## src/rtl/icnd2026_pkg.sv

```systemverilog
// Shared constants and state encoding for the ICND2026 BCM scanner and its on-time timer.
package icnd2026_pkg;
   localparam int PIXELS     = 256;
   localparam int BITS       = 8;
   localparam int BASE_TICKS = 32;
   localparam int LAT_CYCLES = 2;

   localparam int ADDR_W    = (PIXELS > 1) ? $clog2(PIXELS) : 1;
   localparam int SHOW_W    = $clog2(BASE_TICKS) + BITS;
   localparam int CNT_W     = (SHOW_W < 16) ? 16 : SHOW_W;
   localparam int PLANE_LSB = 16 - BITS;
   localparam int LAT_W     = 4;

   typedef logic [2:0] state_t;
   localparam state_t ST_IDLE  = 3'd0;
   localparam state_t ST_FETCH = 3'd1;
   localparam state_t ST_SHIFT = 3'd2;
   localparam state_t ST_LATCH = 3'd3;
   localparam state_t ST_SHOW  = 3'd4;

   function automatic logic [CNT_W-1:0] plane_weight(input logic [2:0] plane);
      return CNT_W'(BASE_TICKS) << plane;
   endfunction
endpackage

```

## src/rtl/icnd2026_bcm_scanner_bcm_on_timer.sv

```systemverilog
// BCM on-time timer: holds OE low for the plane on-time and pulses done on the last SHOW cycle.
// With ICND2026_GLOBAL_DIM_EN the on-time is scaled by dim while the window length stays fixed.
module bcm_on_timer
   import icnd2026_pkg::*;
(
   input  logic             clk,
   input  logic             rst_n,
   input  logic             load,
   input  logic [CNT_W-1:0] weight,
`ifdef ICND2026_GLOBAL_DIM_EN
   input  logic [7:0]       dim,
`endif
   output logic             oe,
   output logic             done
);
   logic [CNT_W-1:0] win_cnt;

`ifdef ICND2026_GLOBAL_DIM_EN
   logic [CNT_W+8:0] scaled;
   logic [CNT_W-1:0] on_raw;
   logic [CNT_W-1:0] on_time;
   logic [CNT_W-1:0] on_cnt;

   // dim+1 of 256 never exceeds the weight, so the shifted product always fits CNT_W bits
   assign scaled  = (CNT_W+9)'(weight) * (CNT_W+9)'({1'b0, dim} + 9'd1);
   assign on_raw  = CNT_W'(scaled >> 8);
   assign on_time = (on_raw == '0) ? CNT_W'(1) : on_raw;

   always_ff @(posedge clk) begin
      if (!rst_n) begin
         win_cnt <= '0;
         on_cnt  <= '0;
         oe      <= 1'b1;
      end else if (load) begin
         win_cnt <= weight;
         on_cnt  <= on_time;
         oe      <= 1'b0;
      end else begin
         if (win_cnt != '0) win_cnt <= win_cnt - CNT_W'(1);
         if (on_cnt != '0) begin
            on_cnt <= on_cnt - CNT_W'(1);
            if (on_cnt == CNT_W'(1)) oe <= 1'b1;
         end
      end
   end
`else
   always_ff @(posedge clk) begin
      if (!rst_n) begin
         win_cnt <= '0;
         oe      <= 1'b1;
      end else if (load) begin
         win_cnt <= weight;
         oe      <= 1'b0;
      end else if (win_cnt != '0) begin
         win_cnt <= win_cnt - CNT_W'(1);
         if (win_cnt == CNT_W'(1)) oe <= 1'b1;
      end
   end
`endif

   assign done = (win_cnt == CNT_W'(1));
endmodule

```

## src/rtl/icnd2026_bcm_scanner.sv

```systemverilog
// ICND2026 BCM scanner: streams bit-planes from two pixel RAMs to two driver chains on a shared
// CLK/LAT/OE bus. Define ICND2026_GLOBAL_DIM_EN to add the i_dim global dimmer port.
//
// state | meaning
// IDLE  | blanked, waiting for i_enable
// FETCH | reload read address with the last channel
// SHIFT | two cycles per pixel: phase0 data out, phase1 CLK high
// LATCH | LAT high for LAT_CYCLES, CLK low, data held
// SHOW  | OE low for the plane weight, then next plane
module icnd2026_bcm_scanner
   import icnd2026_pkg::*;
(
   input  logic        i_clk,
   input  logic        i_rst_n,
   input  logic        i_enable,
`ifdef ICND2026_GLOBAL_DIM_EN
   input  logic [7:0]  i_dim,
`endif
   output logic [7:0]  o_raddr,
   input  logic [15:0] i_rdata_1,
   input  logic [15:0] i_rdata_2,
   output logic        o_led_clk,
   output logic        o_led_lat,
   output logic        o_led_oe,
   output logic        o_led_red1,
   output logic        o_led_red2,
   output logic        o_frame_strobe,
   output logic [2:0]  o_plane
);
   localparam logic [ADDR_W-1:0] ADDR_LAST = ADDR_W'(PIXELS - 1);

   state_t            state_q, state_d;
   logic              phase_q, phase_d;
   logic              last_q, last_d;
   logic [ADDR_W-1:0] raddr_q, raddr_d;
   logic [2:0]        plane_q, plane_d;
   logic [LAT_W-1:0]  lat_cnt_q, lat_cnt_d;
   logic              red1_q, red1_d, red2_q, red2_d;
   logic              strobe_q, strobe_d;
   logic              led_clk_q, led_lat_q;
   logic              load, done;
   logic [3:0]        bit_idx;
   logic              shift_data;

   assign bit_idx    = 4'(PLANE_LSB) + {1'b0, plane_q};
   assign shift_data = (state_q == ST_SHIFT) && !phase_q;

   always_comb begin
      state_d   = state_q;
      phase_d   = phase_q;
      last_d    = last_q;
      raddr_d   = raddr_q;
      plane_d   = plane_q;
      lat_cnt_d = lat_cnt_q;
      red1_d    = red1_q;
      red2_d    = red2_q;
      strobe_d  = 1'b0;
      load      = 1'b0;
      case (state_q)
         ST_IDLE: begin
            if (i_enable) begin
               state_d = ST_FETCH;
               plane_d = '0;
               raddr_d = ADDR_LAST;
            end
         end
         ST_FETCH: begin
            state_d = ST_SHIFT;
            phase_d = 1'b0;
            last_d  = 1'b0;
         end
         ST_SHIFT: begin
            if (!phase_q) begin
               phase_d = 1'b1;
               red1_d  = i_rdata_1[bit_idx];
               red2_d  = i_rdata_2[bit_idx];
               if (raddr_q == '0) last_d = 1'b1;
               else raddr_d = raddr_q - ADDR_W'(1);
            end else begin
               phase_d = 1'b0;
               if (last_q) begin
                  state_d   = ST_LATCH;
                  lat_cnt_d = LAT_W'(LAT_CYCLES - 1);
               end
            end
         end
         ST_LATCH: begin
            if (lat_cnt_q == '0) begin
               state_d = ST_SHOW;
               load    = 1'b1;
            end else begin
               lat_cnt_d = lat_cnt_q - LAT_W'(1);
            end
         end
         ST_SHOW: begin
            if (done) begin
               if (plane_q == 3'(BITS - 1)) begin
                  plane_d  = '0;
                  strobe_d = 1'b1;
               end else begin
                  plane_d = plane_q + 3'd1;
               end
               if (i_enable) begin
                  state_d = ST_FETCH;
                  raddr_d = ADDR_LAST;
               end else begin
                  state_d = ST_IDLE;
               end
            end
         end
         default: state_d = ST_IDLE;
      endcase
   end

   // Pin registers are driven from next-state so CLK/LAT line up exactly with the FSM states
   always_ff @(posedge i_clk) begin
      if (!i_rst_n) begin
         state_q   <= ST_IDLE;
         phase_q   <= 1'b0;
         last_q    <= 1'b0;
         raddr_q   <= '0;
         plane_q   <= '0;
         lat_cnt_q <= '0;
         red1_q    <= 1'b0;
         red2_q    <= 1'b0;
         strobe_q  <= 1'b0;
         led_clk_q <= 1'b0;
         led_lat_q <= 1'b0;
      end else begin
         state_q   <= state_d;
         phase_q   <= phase_d;
         last_q    <= last_d;
         raddr_q   <= raddr_d;
         plane_q   <= plane_d;
         lat_cnt_q <= lat_cnt_d;
         red1_q    <= red1_d;
         red2_q    <= red2_d;
         strobe_q  <= strobe_d;
         led_clk_q <= (state_d == ST_SHIFT) && phase_d;
         led_lat_q <= (state_d == ST_LATCH);
      end
   end

   bcm_on_timer u_on_timer (
      .clk    (i_clk),
      .rst_n  (i_rst_n),
      .load   (load),
      .weight (plane_weight(plane_q)),
`ifdef ICND2026_GLOBAL_DIM_EN
      .dim    (i_dim),
`endif
      .oe     (o_led_oe),
      .done   (done)
   );

   // RAM data arrives in phase0, so the data pins pass it straight through then and hold it after
   assign o_led_red1     = shift_data ? i_rdata_1[bit_idx] : red1_q;
   assign o_led_red2     = shift_data ? i_rdata_2[bit_idx] : red2_q;
   assign o_raddr        = 8'(raddr_q);
   assign o_led_clk      = led_clk_q;
   assign o_led_lat      = led_lat_q;
   assign o_frame_strobe = strobe_q;
   assign o_plane        = plane_q;
endmodule

```

## config.mk

```make
export PLATFORM = sky130hd
export DESIGN_NAME = icnd2026_bcm_scanner
export DESIGN_NICKNAME = d
export VERILOG_FILES = /design/src/rtl/icnd2026_pkg.sv /design/src/rtl/icnd2026_bcm_scanner_bcm_on_timer.sv /design/src/rtl/icnd2026_bcm_scanner.sv
export SDC_FILE = /design/constraint.sdc
export NUM_CORES = 1
export LEC_CHECK = 0
export BUFFER_PORTS_ARGS = -buffer_cell sky130_fd_sc_hd__buf_2
export CORE_MARGIN = 4
export CORE_UTILIZATION = 55
export DETAILED_ROUTE_END_ITERATION = 16
export MAX_ROUTING_LAYER = met4
export PLACE_DENSITY = 0.91
export SYNTH_ARGS = -nofsm -noshare
export SYNTH_HDL_FRONTEND = slang
export SYNTH_HIERARCHICAL = 1
export SYNTH_SLANG_ARGS = --single-unit
export TNS_END_PERCENT = 100
```

## constraint.sdc

```tcl
create_clock -name i_clk -period 3.6 [get_ports i_clk]
set_clock_uncertainty 0.1 [all_clocks]
set_input_delay 0 -clock i_clk [delete_from_list [all_inputs] [get_ports i_clk]]
set_output_delay 0 -clock i_clk [all_outputs]
set_load 0.1 [all_outputs]
```

==> results by group <==
Power
  – Peak supply drop: 0.381 mV
  – Pwr Density: 655 nW/µm²
  – Pwr Total: 1.82 mW
  – Static Leak: 1.15 nW

Clock tree
  – Clock transition at path regs: 80 ps
  – Root buf cell: clkbuf_8
  – H-tree levels: 2
  – CTS tree: done
  – Longest Clk Path Bufs: 2
  – # clock sinks: 42
  – Post-CTS sizing: 0
  – CTS Buf Count: 5
  – Clk_lat worst skew: 300 ps
  – Hold buffers post-CTS: 0
  – Post-CTS Setup Bufs: 0

Placed design
  – Gp weighted congestion: 0.844
  – DP Wirelength: 4030 µm
  – DP Area: 2680 µm²
  – Buffers on Ports: 35
  – DP Cell Count: 379

Detailed routing
  – Vias/cell: 6.11
  – DRT Pass-1 Iters: 4
  – WL met2: 2700 µm
  – # DRC: 0
  – Antenna-violating nets left: 0
  – Routed WL: 5620 µm
  – Wire per inst: 14.5 µm
  – Routed via count: 2365
  – M1 WL: 2510 µm
  – Initial drt markers: 206
  – Metal3 WL: 300 µm
  – Highest routed layer: met4

Critical path
  – FF-to-FF Start: u_on_timer/win_cnt[12]
  – CP Launch Type: flip-flop
  – Max FO, Critical Path: 7
  – R2R cell count: 7
  – FF-to-FF End: o_raddr[2]
  – Register-to-Register Setup Slack: 630 ps
  – Critical Path AT: 3090 ps
  – Crit path kind: flip-flop to flip-flop
  – Critical path endpoint category: flip-flop
  – WP data required: 3730 ps

GRT
  – Total GRT Usage: 22.1%
  – First-pass GRT wire length: 9520 µm
  – GRT overflow: 0
  – Vias in the first global route: 2212
  – Initial antenna violation count: 0
  – Pin count of the biggest net entering global routing: 26

STA
  – Finish-stage setup viols: 0
  – Pin slew with the least headroom to its limit: 876 ps
  – Fin. Hold Viols: 0
  – Worst rel slew slack: 41.1%
  – FMAX: 337 MHz
  – Total negative slack: 0 ps
  – Final Max Slew Viols: 0
  – Final min period: 2970 ps
  – RSZ-0062 raised after global routing: false
  – Period utilisation layout: 82.4%

Final layout
  – End-of-flow core utilization: 64.0%
  – Finished Cell Area: 2790 µm²
  – Final non-filler cell total: 387
  – Share of cells above drive strength 1: 18.8%
  – Area growth, synth to finish: 12.1%
  – Final nets: 380
  – Ant. Diodes: 0
  – Fillers: 353

Worst hold path
  – HP Start: i_rst_n
  – WHS Path Cells: 2
  – HP Class: input port to flip-flop
  – Hold EP: state_q[0]

Floorplan
  – Die W: 75.2 µm
  – Core area: 4350 µm²
  – Num rows: 24
  – Die area: 5660 µm²
  – Die height: 75.2 µm
  – Initial Util: 57.0%
  – I/O Pins: 52

Logic synthesis
  – Synth top area share: 33.9%
  – Sequential element share of the synthesized area: 33.9%
  – Synth area leaders: dfxtp_1 (34%), ha_1 (5.5%), nand2_1 (3.9%)
  – Unique masters post-synth: 55
  – Post-synth ARST share: 0%
  – Synthesized area: 2480 µm²
  – Leading area contributor after synthesis: dfxtp_1
  – Post-synth EDFFs: 0
  – Synth Area per Inst: 8.31 µm²
  – Top-count cell post-synth: dfxtp_1
  – Main synth FF type: dfxtp_1
  – Synth warn: 6
  – Synthesis-stage register bit count: 42
  – Syn Inst Count: 299
  – Post-synth top cells: dfxtp_1 (42), nand2_1 (26), inv_1 (20), nor2_1 (18)

Run
  – Max-Cap Viols: 0

Run status
  – Status: complete, no violations
[placed cells by master, fill, tap and decap left out, types with 6 or more instances in the layout]
cell     instances
a21oi_1         15
a31oi_1          8
and2_1           6
and3_1           8
buf_2           35
conb_1           8
dfxtp_1         42
ha_1            11
inv_1           20
nand2_1         26
nand3_1         10
nand4_1          8
nor2_1          18
nor3_1          15
nor4_1           7
o21ai_0          9
o21ai_1         10
[worst max-delay path by stage]
stage	cells past startpoint	end	from	slack [ps]
after floorplan	5	o_led_red1	o_plane[0]	390
after CTS	7	o_raddr[2]	u_on_timer/win_cnt[12]	680
after global routing	7	o_raddr[2]	u_on_timer/win_cnt[12]	400
after detailed placement	7	o_raddr[2]	u_on_timer/win_cnt[12]	690
after global placement	7	o_raddr[2]	u_on_timer/win_cnt[12]	770
final	7	o_raddr[2]	u_on_timer/win_cnt[12]	630
[kinds of logic after synthesis]
logic type / after synthesis / synth area share (%)
adders and majority gates: 11 / 5.54
DFF: 42 / 33.9
other: 1 / 0.151
muxes: 6 / 4.53
AOI/OAI and AO/OA: 72 / 20.1
and+or+nand+nor: 124 / 27.2
xor gates and xnor gates: 7 / 2.47
buffers and inverters: 36 / 6.20
[sequential cells by signal, summed over array words and instances, names as in the netlist]
name,flops
red2_q,1
o_led_lat,1
state_q,3
o_plane,3
red1_q,1
o_frame_strobe,1
o_raddr,8
o_led_clk,1
phase_q,1
u_on_timer/win_cnt,16
last_q,1
u_on_timer/oe,1
lat_cnt_q,4
[routing by layer]
layer	vias up	global-route usage, %
li1	1165	-
met1	1113	26.5
met2	75	36.0
met3	12	4.81
met4	0	8.74
met5	-	-
[power breakdown]
part / total, mW / switching [mW] / internal, mW
Sequential: 0.653 / 0.104 / 0.548
Combinational: 0.798 / 0.514 / 0.284
Clock: 0.373 / 0.165 / 0.208
[critical path, stage by stage (launching register included)]
cell	delay [ps]
dfxtp_1	380
nor4_1	540
and3_1	320
and3_1	340
nor2b_1	120
o32a_1	330
or4_2	610
a31oi_1	170
[through the flow]
stage	setup WS (ps)	hold slack, ps
3_3_place_gp	772	335
2_1_floorplan	392	48.3
4_1_cts	677	39.2
5_1_grt	405	57.0
3_5_place_dp	689	348
6_report	634	49.5
[area by class of cell]
class,instances,area (µm²),share of cell area (%)
clock buffers,7,76.3,2.74
clock inverters,1,30.0,1.08
inverters,22,82.6,2.96
multi-input cells,228,1520,54.4
flip-flops and latches,42,841,30.2
well taps,52,65.1,2.34
repair buffers,35,175,6.29
(Power assumes the default switching activity.)
